### src/rtl/mdu_iter.sv
// Iterative multiply/divide unit with HI/LO registers: radix-2 shift-add multiply,
// restoring divide, sign applied by magnitude/negate around an unsigned core.
module mdu_iter #(
    parameter int WIDTH = 32,
    parameter int CNT_W = 6
) (
    input  logic             clk,
    input  logic             rst,
    input  logic             start,
    input  logic [2:0]       op,
    input  logic [WIDTH-1:0] a,
    input  logic [WIDTH-1:0] b,
    input  logic             cancel,
    output logic             busy,
    output logic             done,
    output logic [WIDTH-1:0] hi,
    output logic [WIDTH-1:0] lo
);

    typedef enum logic [1:0] {IDLE, CALC, FIX} state_t;

    localparam logic [CNT_W-1:0] LAST = CNT_W'(WIDTH - 1);

    state_t             state;
    logic [CNT_W-1:0]   cnt;
    logic [2*WIDTH-1:0] acc;
    logic [WIDTH-1:0]   opnd;
    logic               is_div;
    logic               neg_lo;
    logic               neg_hi;
    logic               b_zero;

    function automatic logic [WIDTH-1:0] cond_neg(input logic [WIDTH-1:0] v, input logic n);
        return n ? (~v + 1'b1) : v;
    endfunction

    function automatic logic [2*WIDTH-1:0] cond_neg2(input logic [2*WIDTH-1:0] v, input logic n);
        return n ? (~v + 1'b1) : v;
    endfunction

    logic             a_neg, b_neg;
    logic [WIDTH-1:0] a_mag, b_mag;
    logic [WIDTH:0]   mul_sum;
    logic [WIDTH:0]   trial;

    // Unsigned ops (op[0]=1) never take a magnitude; most-negative maps to 2^(W-1).
    assign a_neg = ~op[0] & a[WIDTH-1];
    assign b_neg = ~op[0] & b[WIDTH-1];
    assign a_mag = cond_neg(a, a_neg);
    assign b_mag = cond_neg(b, b_neg);

    // acc upper half is the partial product (mul) or partial remainder (div).
    assign mul_sum = {1'b0, acc[2*WIDTH-1:WIDTH]} + {1'b0, (acc[0] ? opnd : '0)};
    assign trial   = {acc[2*WIDTH-1:WIDTH], acc[WIDTH-1]} - {1'b0, opnd};

    always_ff @(posedge clk) begin
        if (!rst) begin
            state  <= IDLE;
            busy   <= 1'b0;
            done   <= 1'b0;
            hi     <= '0;
            lo     <= '0;
            cnt    <= '0;
            acc    <= '0;
            opnd   <= '0;
            is_div <= 1'b0;
            neg_lo <= 1'b0;
            neg_hi <= 1'b0;
            b_zero <= 1'b0;
        end else begin
            done <= 1'b0;
            case (state)
                IDLE: begin
                    if (start && !cancel) begin
                        if (op <= 3'd3) begin
                            state  <= CALC;
                            busy   <= 1'b1;
                            cnt    <= '0;
                            is_div <= op[1];
                            b_zero <= (b == '0);
                            neg_lo <= a_neg ^ b_neg;
                            if (op[1]) begin
                                opnd   <= b_mag;
                                acc    <= {{WIDTH{1'b0}}, a_mag};
                                neg_hi <= a_neg;
                            end else begin
                                opnd   <= a_mag;
                                acc    <= {{WIDTH{1'b0}}, b_mag};
                                neg_hi <= a_neg ^ b_neg;
                            end
                        end else if (op == 3'd4) begin
                            hi <= a;
                        end else if (op == 3'd5) begin
                            lo <= a;
                        end
                    end
                end
                CALC: begin
                    if (cancel) begin
                        state <= IDLE;
                        busy  <= 1'b0;
                    end else begin
                        if (is_div) begin
                            if (!trial[WIDTH])
                                acc <= {trial[WIDTH-1:0], acc[WIDTH-2:0], 1'b1};
                            else
                                acc <= {acc[2*WIDTH-2:0], 1'b0};
                        end else begin
                            acc <= {mul_sum, acc[WIDTH-1:1]};
                        end
                        cnt <= cnt + 1'b1;
                        if (cnt == LAST)
                            state <= FIX;
                    end
                end
                FIX: begin
                    state <= IDLE;
                    busy  <= 1'b0;
                    if (!cancel) begin
                        done <= 1'b1;
                        if (is_div) begin
                            // Divide by zero: remainder already equals |a|, so only lo is forced.
                            lo <= b_zero ? '1 : cond_neg(acc[WIDTH-1:0], neg_lo);
                            hi <= cond_neg(acc[2*WIDTH-1:WIDTH], neg_hi);
                        end else begin
                            {hi, lo} <= cond_neg2(acc, neg_lo);
                        end
                    end
                end
                default: begin
                    state <= IDLE;
                    busy  <= 1'b0;
                end
            endcase
        end
    end

endmodule

### config.mk
export PLATFORM = sky130hd
export DESIGN_NAME = mdu_iter
export DESIGN_NICKNAME = d
export VERILOG_FILES = /design/src/rtl/mdu_iter.sv
export SDC_FILE = /design/constraint.sdc
export NUM_CORES = 1
export LEC_CHECK = 0
export CAP_MARGIN = 20
export CORE_ASPECT_RATIO = 1.1
export CORE_MARGIN = 5
export CORE_UTILIZATION = 64
export DETAILED_ROUTE_END_ITERATION = 8
export GPL_ROUTABILITY_DRIVEN = 1
export PLACE_DENSITY = 0.93
export SLEW_MARGIN = 30
export SYNTH_ARGS = -nofsm -noshare
export SYNTH_HDL_FRONTEND = slang
export SYNTH_SLANG_ARGS = --single-unit
### constraint.sdc
create_clock -name clk -period 5.3 [get_ports clk]
set_input_delay 1.325 -clock clk [delete_from_list [all_inputs] [get_ports clk]]
set_output_delay 1.325 -clock clk [all_outputs]
set_load 0.005 [all_outputs]
; Yosys cells after proc, flatten, opt, wreduce, memory -nomap -nowiden
; Index checks and enable logic that the tools add are counted.
[totals]
register_bits = 174
inputBits = 71
elab_cells = 101
[op_classes]
add_sub_neg = 8
order_cmp = 1
eq_ne = 15
muxes = 43
bitwise = 9
n_reduce_logical = 13
[ops]
columns = op, count
row1 = 2-to-1 mux 32 bit, 19
row2 = 2-to-1 mux 64 bit, 6
row3 = "adder 32 x 1 -> 32 bit, second input constant", 4
row4 = inverter 32 bit, 4
row5 = one-hot mux 32 bit (2 select lines), 2
row6 = one-hot mux 64 bit (2 select lines), 1
row7 = "adder 64 x 1 -> 64 bit, second input constant", 1
row8 = inverter 64 bit, 1
row9 = adder 32 x 32 -> 33 bit, 1
row10 = subtractor 33 x 32 -> 33 bit, 1
row11 = logical NOT 32 bit, 1
row12 = 2-to-1 mux 6 bit, 3
row13 = "inequality test 2 bit, second input constant", 9
row14 = one-hot mux 6 bit (2 select lines), 1
row15 = AND reduction 3 bit, 3
row16 = 2-to-1 mux 2 bit, 4
row17 = "adder 6 x 1 -> 6 bit, second input constant", 1
row18 = "== test 3 bit, second input constant", 2
row19 = "== test 6 x 5 -> 1 bit, second input constant", 1
row20 = AND reduction 6 bit, 1
row21 = 2-to-1 mux 1 bit, 5
row22 = AND reduction 5 bit, 1
row23 = one-hot mux 2 bit (2 select lines), 1
row24 = AND reduction 4 bit, 1
row25 = other kinds (13), 15

; Logic depth before layout (Yosys ltp)
; Gate-level depths: netlist of the first run.
[depth]
word_depth = 7
depth_mapped = 16
ltp_nobuf = 14

; Least setup slack after synthesis of the first run
; OpenSTA, ideal clock, no wires.
[synth_timing]
path_type = input port to flip-flop
start = in b[9]
end = reg opnd[30]
setup_time_ps = 86
arrival_time_ps = 3669
setup_slack_ps = 1545
path_stages = 9
path_cell_list = or4_1 nor4_1 and2b_1 nand3_1 or4_1 o41ai_1 xnor2_1 a21oi_1 a211oi_1
[synth_via]
elab_chain_len = 4
[synth_rtl]
columns = item, line
row1 = "start, declared", 12  ; input logic [WIDTH-1:0] b,
row2 = inverter 32 bit, 34  ; return n ? (~v + 1'b1) : v;
row3 = adder 32 x 1 -> 32 bit, 34
row4 = 2-to-1 mux 32 bit, 34
row5 = 2-to-1 mux 32 bit, 82  ; if (op[1]) begin
row6 = "end signal, assigned", 83  ; opnd <= b_mag;
row7 = "end signal, assigned", 87  ; opnd <= a_mag;
row8 = "end, declared", 27  ; logic [WIDTH-1:0] opnd;
; No other way between the ends.
; A chain may end at the register's enable or synchronous reset.

; Worst setup path in the final report of the first run
[layout_timing]
start = reg acc[31]
end = reg acc[0]
[layout_via]
elab_chain_len = 5
[layout_rtl]
columns = item, line
row1 = "start, declared", 26  ; logic [2*WIDTH-1:0] acc;
row2 = "start signal, assigned", 84  ; acc <= {{WIDTH{1'b0}}, a_mag};
row3 = "start signal, assigned", 88  ; acc <= {{WIDTH{1'b0}}, b_mag};
row4 = "start signal, assigned", 105  ; acc <= {trial[WIDTH-1:0], acc[WIDTH-2:0], 1'b1};
row5 = subtractor 33 x 32 -> 33 bit, 54  ; assign trial = {acc[2*WIDTH-1:WIDTH], acc[WIDTH-1]} - {1'b0, opnd};
row6 = 2-to-1 mux 64 bit, 104  ; if (!trial[WIDTH])
row7 = 2-to-1 mux 64 bit, 103  ; if (is_div) begin
row8 = 2-to-1 mux 64 bit, 99  ; if (cancel) begin
row9 = one-hot mux 64 bit (2 select lines), 72  ; case (state)
; No other way between the ends. The select of a mux whose other input is x is not followed.

==> results of run 1 <==
[kinds of logic after synthesis]
kind of cell,share of synthesized area [%]
simple gates,21.18
compound gates,28.88
buf+inv,5.398
flops,24.16
xor+xnor,10.51
fa+ha+maj,6.266
mux,3.602
[flip-flops by register name (all words and copies together) (netlist names), 2 cells and up]
name / count
opnd: 32
hi: 32
state: 2
lo: 32
acc: 64
cnt: 6
[metrics by stage]
stage,cell area (sq um),std cells,worst slack (ns),utilization [%],hold slack (ns)
6_report,16500,2359,0.8805,74.62,0.4563
5_1_grt,16500,2359,0.7187,74.62,0.4717
4_1_cts,16490,2358,0.9968,74.58,0.4561
3_5_place_dp,15920,2326,0.7320,72.02,0.4457
3_3_place_gp,15910,2325,0.8433,71.97,0.4387
2_1_floorplan,14420,1999,1.545,-,0.4260
[how the worst min path moves through the flow]
stage                       endpoint  depth (start not counted)
3_5_place_dp     lo[14]$_SDFFE_PN0P_                          2
6_report         lo[14]$_SDFFE_PN0P_                          2
5_1_grt          lo[28]$_SDFFE_PN0P_                          2
3_3_place_gp    opnd[6]$_SDFFE_PN0P_                          2
2_1_floorplan  state[1]$_SDFFE_PN0P_                          1
4_1_cts         opnd[3]$_SDFFE_PN0P_                          2
[where the power goes]
part | total (mW) | internal (mW) | switching, mW | leakage (nW)
combinational | 0.837 | 0.319 | 0.518 | 4.68
sequential | 1.39 | 1.34 | 0.0511 | 1.41
clock | 1.26 | 0.634 | 0.622 | 0.277
total | 3.49 | 2.29 | 1.19 | 6.37
[synthesized netlist by cell type, types with 11 or more instances]
library cell  instances  share of area (%)
xnor2_1              98                6.0
buf_1                13               0.34
or3_1                16               0.69
a31oi_1              11               0.48
o221ai_1             28                1.7
a21o_1               32                1.7
mux2i_1              44                3.1
o211ai_1             42                2.2
a22oi_1              22                1.1
clkbuf_1            126                3.3
nand2b_1             23                1.0
a311oi_1             18                1.1
xor2_1               75                4.6
ha_1                 69                6.0
dfxtp_1             174                 24
a211oi_1             45                2.3
inv_1                59                1.5
o31ai_1              19               0.99
and3_1               12               0.52
and2_1               11               0.48
a21oi_1             208                7.2
nand3_1              38                1.3
o21ai_0             145                5.0
nor2_1              219                5.7
nor3_1               53                1.8
nor4_1               19               0.82
nand2_1             226                5.9
nand4_1              15               0.65
nor2b_1              12               0.52
or4_1                11               0.57
[worst max-delay path, stage by stage, from the launching register on]
cell,delay (ns)
dfxtp_1,0.54
inv_1,0.11
ha_1,0.24
fa_1,0.40
nor2b_1,0.23
o31ai_1,0.14
a21o_1,0.24
nand4_1,0.14
a41oi_1,0.28
o31ai_1,0.54
a311o_2,0.60
buf_4,0.32
buf_4,0.19
mux2i_1,0.07
a21oi_1,0.17
nor2_1,0.05
[area by class of cell]
| class | instances | area (sq um) |
|---|---|---|
| multi-input combinational | 1621 | 10190 |
| fill | 1784 | 5610 |
| sequential | 174 | 3485 |
| timing repair buffer | 176 | 1660 |
| clock buffer | 19 | 442.9 |
| tap | 295 | 369.1 |
| inverter | 60 | 226.5 |
| clock inverter | 13 | 123.9 |
| antenna | 1 | 2.502 |
[layer usage]
layer / vias to the layer above / share of wire [%]
met4: 0 / 8.2
met2: 1004 / 45
met1: 7266 / 37
li1: 7332 / -
met5: - / 0
met3: 241 / 9.8
==> flow_metrics.env, run 1 <==
export IMPL_cts_max_level=4
export IMPL_setup_tns_ns=0
export IMPL_layout_commonest_cell="nand2_1"
export IMPL_hold_path_class="flip-flop to flip-flop"
export IMPL_dp_hpwl_um=40910
export IMPL_drcViolationCount=0
export IMPL_cts_made_buffers=17
export IMPL_clockRootBuffer="clkbuf_16"
export IMPL_total_power_mw=3.485
export IMPL_r2r_slack_ns=0.88
export IMPL_die_h_um=167.4
export IMPL_p_leak_nw=6.367
export IMPL_period_share_pct=83.39
export IMPL_netlist_area_sq_um=14420
export IMPL_reg2regPathDepth=15
export IMPL_coreArea_sq_um=22110
export IMPL_crit_start="acc[31]$_SDFFE_PN0P_"
export IMPL_antenna_left=0
export IMPL_drive_gt1_share_pct=4.896
export IMPL_worst_skew_pair_late_latency_ns=0.45
export IMPL_seq_area_frac_synth_pct=24.16
export IMPL_critPathKind="flip-flop to flip-flop"
export IMPL_clockBufferDepth=2
export IMPL_grt_pass1_wl_um=81790
export IMPL_slew_headroom_pct=39.03
export IMPL_async_flop_share_pct=0
export IMPL_met1_usage_pct=48.84
export IMPL_clkSinkCount=174
export IMPL_cellPowerDensity_nw_per_um2=211.3
export IMPL_grt_max_degree=79
export IMPL_synth_seq_cells=174
export IMPL_vias_per_cell=6.716
export IMPL_grt_ovfl_total=0
export IMPL_wl_um=53810
export IMPL_gp_congestion=1.031
export IMPL_cts_tree="done"
export IMPL_start_kind="flip-flop"
export IMPL_drt_iter0_drc=1902
export IMPL_pin_count=137
export IMPL_synthToLayoutAreaGrowth_pct=14.43
export IMPL_grt_pass1_vias=14629
export IMPL_rsz0062_at_grt="no"
export IMPL_first_pass_iters=7
export IMPL_required_ns=5.62
export IMPL_synth_nets=2141
export IMPL_cp_endpoint="acc[0]$_SDFFE_PN0P_"
export IMPL_synthCells=1999
export IMPL_cp_end_kind="flip-flop"
export IMPL_r2r_start="acc[31]$_SDFFE_PN0P_"
export IMPL_max_freq_mhz=226.3
export IMPL_outcome="completed"
export IMPL_layout_common_cells="nand2_1 (226), nor2_1 (218), a21oi_1 (207)"
export IMPL_min_from="lo[14]$_SDFFE_PN0P_"
export IMPL_start_util_pct=65.21
export IMPL_cts_resized=0
export IMPL_gr_usage_all_layers_pct=39.89
export IMPL_finalHoldViolCount=0
export IMPL_portBuffers=136
export IMPL_std_cell_rows=57
export IMPL_antenna_found_initial=1
export IMPL_synthDistinctLibCells=74
export IMPL_cp_max_fo=20
export IMPL_cp_arrival_ns=4.74
export IMPL_maxCapViolCount=0
export IMPL_num_vias=15843
export IMPL_peakVddDrop_uv=218.7
export IMPL_skew_ns=0.01511
export IMPL_num_nets_final=2192
export IMPL_path_clk_slew_ns=0.08
export IMPL_die_x_um=153.1
export IMPL_grtUsageMet3_pct=6.557
export IMPL_top_usage_layer="met2"
export IMPL_yosys_warnings=0
export IMPL_post_route_min_period_ns=4.419
export IMPL_cts_hold_buf=0
export IMPL_synth_edf_count=0
export IMPL_die_area_sq_um=25630
export IMPL_tightest_slew_ns=0.9061
export IMPL_setup_viol=0
export IMPL_ys_flop_type="dfxtp_1"
export IMPL_postCtsSetupBuffers=0
export IMPL_reg2reg_to="acc[0]$_SDFFE_PN0P_"
export IMPL_syn_avg_cell_area_sq_um=7.212
export IMPL_grt_util_met2_pct=64.56
export IMPL_maxSlewViolCount=0
export IMPL_wl_per_cell_um=22.81
Power figures use the tool's default switching activity.
==> run 2, diff against run 1 <==
--- a/config.mk
+++ b/config.mk
@@ -8,10 +8,10 @@
 export CAP_MARGIN = 20
 export CORE_ASPECT_RATIO = 1.1
 export CORE_MARGIN = 5
-export CORE_UTILIZATION = 64
+export CORE_UTILIZATION = 54
 export DETAILED_ROUTE_END_ITERATION = 8
 export GPL_ROUTABILITY_DRIVEN = 1
-export PLACE_DENSITY = 0.93
+export PLACE_DENSITY = 0.84
 export SLEW_MARGIN = 30
 export SYNTH_ARGS = -nofsm -noshare
 export SYNTH_HDL_FRONTEND = slang
==> constraint.sdc (replaced) <==
create_clock -name clk -period 3.84 [get_ports clk]
set_input_delay 0.96 -clock clk [delete_from_list [all_inputs] [get_ports clk]]
set_output_delay 0.96 -clock clk [all_outputs]
set_load 0.005 [all_outputs]
==> run 2 against run 1 <==
Effect of this change: first-iteration DRC count increased by 11%; global-route usage is 4.7 points lower; clock skew fell by 0.0016 ns; final area is 5.3% higher; largest power group unchanged; highest routed layer unchanged.
==> flow_metrics.env, run 2 (same netlist as run 1, synthesis figures left out) <==
export IMPL_dp_hpwl_um=42590
export IMPL_setup_tns_ns=0
export IMPL_total_power_mw=5.010
export IMPL_required_ns=4.17
export IMPL_grt_ovfl_total=0
export IMPL_slew_headroom_pct=40.98
export IMPL_die_area_sq_um=30070
export IMPL_cp_end_kind="flip-flop"
export IMPL_cp_max_fo=11
export IMPL_grt_pass1_vias=15223
export IMPL_maxSlewViolCount=0
export IMPL_setup_viol=0
export IMPL_cts_tree="done"
export IMPL_layout_commonest_cell="nand2_1"
export IMPL_max_freq_mhz=277.1
export IMPL_clockBufferDepth=2
export IMPL_wl_per_cell_um=22.31
export IMPL_tightest_slew_ns=0.8820
export IMPL_layout_common_cells="nand2_1 (226), nor2_1 (217), a21oi_1 (207)"
export IMPL_synthToLayoutAreaGrowth_pct=20.47
export IMPL_top_register="acc"
export IMPL_clockRootBuffer="clkbuf_16"
export IMPL_drive_gt1_share_pct=9.184
export IMPL_hold_path_class="flip-flop to flip-flop"
export IMPL_drt_iter0_drc=2107
export IMPL_die_x_um=165.8
export IMPL_path_clk_slew_ns=0.07
export IMPL_largest_reg_flops=64
export IMPL_num_vias=16418
export IMPL_antenna_found_initial=0
export IMPL_gp_congestion=1.040
export IMPL_critPathKind="flip-flop to flip-flop"
export IMPL_finalHoldViolCount=0
export IMPL_worst_skew_pair_late_latency_ns=0.45
export IMPL_std_cell_rows=62
export IMPL_cellPowerDensity_nw_per_um2=288.4
export IMPL_fin_area_sq_um=17370
export IMPL_cts_max_level=4
export IMPL_drcViolationCount=0
export IMPL_cts_made_buffers=17
export IMPL_gr_usage_all_layers_pct=35.22
export IMPL_grt_pass1_wl_um=85300
export IMPL_diodes=0
export IMPL_cp_arrival_ns=3.94
export IMPL_period_share_pct=93.97
export IMPL_num_nets_final=2285
export IMPL_grt_max_degree=79
export IMPL_die_h_um=181.4
export IMPL_pin_count=137
export IMPL_start_kind="flip-flop"
export IMPL_first_pass_iters=6
export IMPL_antenna_left=0
export IMPL_rsz0062_at_grt="no"
export IMPL_peakVddDrop_uv=218.7
export IMPL_post_route_min_period_ns=3.609
export IMPL_wl_um=55950
export IMPL_p_leak_nw=6.858
export IMPL_vias_per_cell=6.546
export IMPL_start_util_pct=54.99
export IMPL_outcome="completed"
export IMPL_portBuffers=136
export IMPL_maxCapViolCount=0
export IMPL_clkSinkCount=174
export IMPL_num_fill_cells=2287
export IMPL_place_area_sq_um=16700
export IMPL_coreArea_sq_um=26220
export IMPL_skew_ns=0.01349
export IMPL_cts_hold_buf=0
-- run 2: cell types whose count changed in the layout (fill, tap and decap cells not counted), sizes merged --
cell and change:
clkbuf -1, diode -1, clkinv +2, bufinv +1
clkinvlp -1, inv -1, buf +92, a311o +1
-- run 2: where the power goes --
group          internal [mW]  switching, mW
logic                  0.507          0.747
clock network          0.952          0.886
registers               1.85         0.0657
-- run 2: path summary, 6_finish.rpt --
| path | depth (start not counted) | slack [ns] | to | startpoint |
|---|---|---|---|---|
| hold / removal | 2 | 0.46 | lo[26]$_SDFFE_PN0P_ | lo[26]$_SDFFE_PN0P_ |
| setup reg to reg | 14 | 0.23 | acc[50]$_SDFFE_PN0P_ | acc[31]$_SDFFE_PN0P_ |
| hold reg to reg | 2 | 0.46 | lo[26]$_SDFFE_PN0P_ | lo[26]$_SDFFE_PN0P_ |
| setup / recovery | 14 | 0.23 | acc[50]$_SDFFE_PN0P_ | acc[31]$_SDFFE_PN0P_ |
-- run 2: critical path, stage by stage, from the launching register on --
cell     delay, ns
dfxtp_1       0.33
inv_1         0.06
ha_1          0.22
fa_1          0.39
nor2b_1       0.18
o31ai_1       0.12
a21o_1        0.22
nand4_1       0.12
a41oi_2       0.23
o31ai_1       0.56
a311o_2       0.35
buf_12        0.18
mux2_2        0.34
a21oi_1       0.13
o21ai_0       0.08
-- run 2: per-layer routing --
layer / vias to the layer above / part of all wire (%) / global-route usage [%]
met3: 254 / 9.6 / 6.568
met5: - / 0 / 0
met4: 0 / 8.0 / 22.34
met1: 7627 / 38 / 43.79
li1: 7508 / - / -
met2: 1029 / 44 / 56.26
-- run 2: layout make-up --
cell class / count / area, sq um / area share, %
inverters: 60 / 226.5 / 1.304
clock inverters: 14 / 173.9 / 1.001
multi-input cells: 1622 / 10220 / 58.83
repair buffers: 268 / 2385 / 13.73
well taps: 352 / 440.4 / 2.536
clock buffers: 18 / 439.2 / 2.528
flip-flops and latches: 174 / 3486 / 20.07
-- run 2: what timing repair did --
action / CTS / global route
buffers inserted: 0 / 2
setup endpoints to repair: 0 / 29
resized for setup: 0 / 4
-- run 2: through the flow --
stage               hold WS, ns  cells  util [%]  setup WS (ns)
floorplan                0.4260   1999         -         0.3622
global placement         0.4396   2473     63.67       -0.06576
detailed placement       0.4460   2473     63.68        -0.1136
CTS                      0.4557   2505     66.02         0.1309
global route             0.4779   2508     66.24        0.05821
finish                   0.4563   2508     66.24         0.2315
==> run 3, diff against run 2 <==
--- a/config.mk
+++ b/config.mk
@@ -8,10 +8,10 @@
 export CAP_MARGIN = 20
 export CORE_ASPECT_RATIO = 1.1
 export CORE_MARGIN = 5
-export CORE_UTILIZATION = 54
+export CORE_UTILIZATION = 59
 export DETAILED_ROUTE_END_ITERATION = 8
 export GPL_ROUTABILITY_DRIVEN = 1
-export PLACE_DENSITY = 0.84
+export PLACE_DENSITY = 0.87
 export SLEW_MARGIN = 30
 export SYNTH_ARGS = -nofsm -noshare
 export SYNTH_HDL_FRONTEND = slang
==> constraint.sdc (replaced) <==
create_clock -name clk -period 3.35 [get_ports clk]
set_input_delay 0.8375 -clock clk [delete_from_list [all_inputs] [get_ports clk]]
set_output_delay 0.8375 -clock clk [all_outputs]
set_load 0.005 [all_outputs]
==> run 3 against run 2 <==
Effect of this change: global-route usage increased by 5.5 points; core utilization rose by 9.7 points; combinational power increased by 30%; clock power grew 7%.
==> flow_metrics.env, run 3 (same netlist as run 1, synthesis figures left out) <==
export IMPL_combinationalPowerShare_pct=28.2
export IMPL_r2r_start="acc[22]$_SDFFE_PN0P_"
export IMPL_cp_max_fo=4
export IMPL_place_area_sq_um=17660
export IMPL_antenna_left=0
export IMPL_portBuffers=136
export IMPL_maxSlewViolCount=0
export IMPL_worst_skew_pair_late_latency_ns=0.45
export IMPL_wl_per_cell_um=22.94
export IMPL_grt_max_degree=106
export IMPL_drcViolationCount=0
export IMPL_hold_end="opnd[13]$_SDFFE_PN0P_"
export IMPL_max_freq_mhz=303.7
export IMPL_layout_commonest_cell="buf_4"
export IMPL_die_h_um=174.0
export IMPL_timing_hold_ws_ns=0.4577
export IMPL_cp_end_kind="flip-flop"
export IMPL_final_core_util_pct=75.91
export IMPL_synthToLayoutAreaGrowth_pct=27.68
export IMPL_layout_common_cells="buf_4 (257), nand2_1 (226), nor2_1 (216)"
export IMPL_clkSinkCount=174
export IMPL_setup_viol=0
export IMPL_critPathKind="flip-flop to flip-flop"
export IMPL_reg2regPathDepth=9
export IMPL_finalHoldViolCount=0
export IMPL_pwr_share_seq_pct=37.7
export IMPL_intPower_mw=3.809
export IMPL_std_cell_rows=60
export IMPL_vias_per_cell=6.588
export IMPL_die_x_um=159.0
export IMPL_coreArea_sq_um=24250
export IMPL_drt_iter0_drc=2266
export IMPL_total_power_mw=5.779
export IMPL_slew_headroom_pct=50.08
export IMPL_clockBufferDepth=2
export IMPL_clock_power_share_pct=34.1
export IMPL_first_pass_iters=6
export IMPL_post_route_min_period_ns=3.293
export IMPL_grt_pass1_vias=16297
export IMPL_p_switching_mw=1.970
export IMPL_dp_hpwl_um=45670
export IMPL_cts_made_buffers=17
export IMPL_fin_area_sq_um=18410
export IMPL_tightest_slew_ns=0.7435
export IMPL_pin_count=137
export IMPL_reg2reg_to="hi[25]$_SDFFE_PN0P_"
export IMPL_gr_usage_all_layers_pct=40.69
export IMPL_p_leak_nw=7.523
export IMPL_p_sw_share_pct=34.08
export IMPL_num_nets_final=2415
export IMPL_antenna_found_initial=1
export IMPL_r2r_slack_ns=0.06
export IMPL_dp_cells=2561
export IMPL_cellPowerDensity_nw_per_um2=314.0
export IMPL_largest_reg_flops=64
export IMPL_die_area_sq_um=27670
export IMPL_outcome="completed"
export IMPL_grt_ovfl_total=0
export IMPL_min_from="opnd[13]$_SDFFE_PN0P_"
export IMPL_cts_max_level=4
export IMPL_maxCapViolCount=0
export IMPL_hold_path_class="flip-flop to flip-flop"
export IMPL_cp_arrival_ns=3.60
export IMPL_skew_ns=0.01246
export IMPL_cts_hold_buf=0
export IMPL_start_util_pct=59.46
export IMPL_min_path_cells=2
export IMPL_peakVddDrop_uv=293.0
export IMPL_start_kind="flip-flop"
export IMPL_num_fill_cells=1837
export IMPL_wl_um=59540
export IMPL_top_register="acc"
export IMPL_path_clk_slew_ns=0.07
export IMPL_required_ns=3.66
export IMPL_drive_gt1_share_pct=15.45
export IMPL_finalNonFillerCells=2596
export IMPL_grt_pass1_wl_um=90220
export IMPL_clockRootBuffer="clkbuf_16"
export IMPL_cts_tree="done"
export IMPL_period_share_pct=98.29
export IMPL_gp_congestion=1.026
export IMPL_num_vias=17102
[run 3: cell types whose count changed in the layout (fill, tap and decap cells not counted), moves of 3 or more]
| cell | delta |
|---|---|
| a21oi_2 | +3 |
| buf_4 | +128 |
| or4_4 | +4 |
| or4_1 | -4 |
| a211oi_2 | +3 |
| a211oi_1 | -3 |
| clkinv_8 | -3 |
| nor4_1 | -4 |
| o21ai_0 | -4 |
| a21oi_1 | -3 |
| o21ai_1 | +4 |
[run 3: metrics by stage]
| stage | worst slack (ns) | setup TNS [ns] |
|---|---|---|
| 2_1_floorplan | 0.01921 | 0 |
| 3_3_place_gp | -0.4099 | -2.633 |
| 3_5_place_dp | -0.5127 | -5.179 |
| 4_1_cts | 0.01306 | 0 |
| 5_1_grt | -0.008976 | -0.008976 |
| 6_report | 0.05717 | 0 |
[run 3: worst max-delay path by stage]
stage                          from               endpoint  slack [ns]
2_1_floorplan  acc[31]$_SDFFE_PN0P_   acc[50]$_SDFFE_PN0P_        0.02
3_3_place_gp                   b[9]  opnd[30]$_SDFFE_PN0P_       -0.41
3_5_place_dp                   b[9]  opnd[30]$_SDFFE_PN0P_       -0.51
4_1_cts         acc[0]$_SDFFE_PN0P_   acc[61]$_SDFFE_PN0P_        0.01
5_1_grt                        b[9]  opnd[30]$_SDFFE_PN0P_      -0.009
6_report       acc[22]$_SDFFE_PN0P_    hi[25]$_SDFFE_PN0P_        0.06
[run 3: cell type report]
type | instances | area (sq um) | share of cell area (%)
Clock buffer | 19 | 442.9 | 2.406
Multi-Input combinational cell | 1621 | 10360 | 56.30
Inverter | 60 | 226.5 | 1.230
Timing Repair Buffer | 399 | 3397 | 18.45
Antenna cell | 1 | 2.502 | 0.01359
Clock inverter | 12 | 102.6 | 0.5574
Sequential cell | 174 | 3485 | 18.93
Tap cell | 310 | 387.9 | 2.107
[run 3: power by group through the flow]
| stage | Sequential, mW | Combinational, mW | Clock [mW] |
|---|---|---|---|
| 2_1_floorplan | 2.21 | 0.859 | 0 |
| 3_3_place_gp | 2.22 | 1.51 | 0 |
| 3_5_place_dp | 2.22 | 1.53 | 0 |
| 4_1_cts | 2.17 | 1.55 | 1.95 |
| 5_1_grt | 2.18 | 1.73 | 2.05 |
| 6_report | 2.18 | 1.63 | 1.97 |
[run 3: metal layers]
layer  up-vias  share of wire, %  global-route usage (%)
met1      7964                36                   48.01
met2      1068                45                   66.12
met4         0               9.3                   30.36
met3       298                10                   7.043
li1       7772                 -                       -
met5         -                 0                       0
[run 3: critical path, stage by stage (launching register included)]
cell and delay [ns]:
dfxtp_1 0.33, or4_1 0.66, nor4_2 0.32, nand2b_1 0.20, or4_4 0.57, o41ai_2 0.35
xor2_1 0.36, a211oi_1 0.15, a21oi_1 0.16, nor2_1 0.05
[run 3: what timing repair did]
action,4_1_cts,5_1_grt
buffers inserted,0,3
gates resized for setup,5,34
endpoints found under the setup margin,11,52
pin swaps,1,4
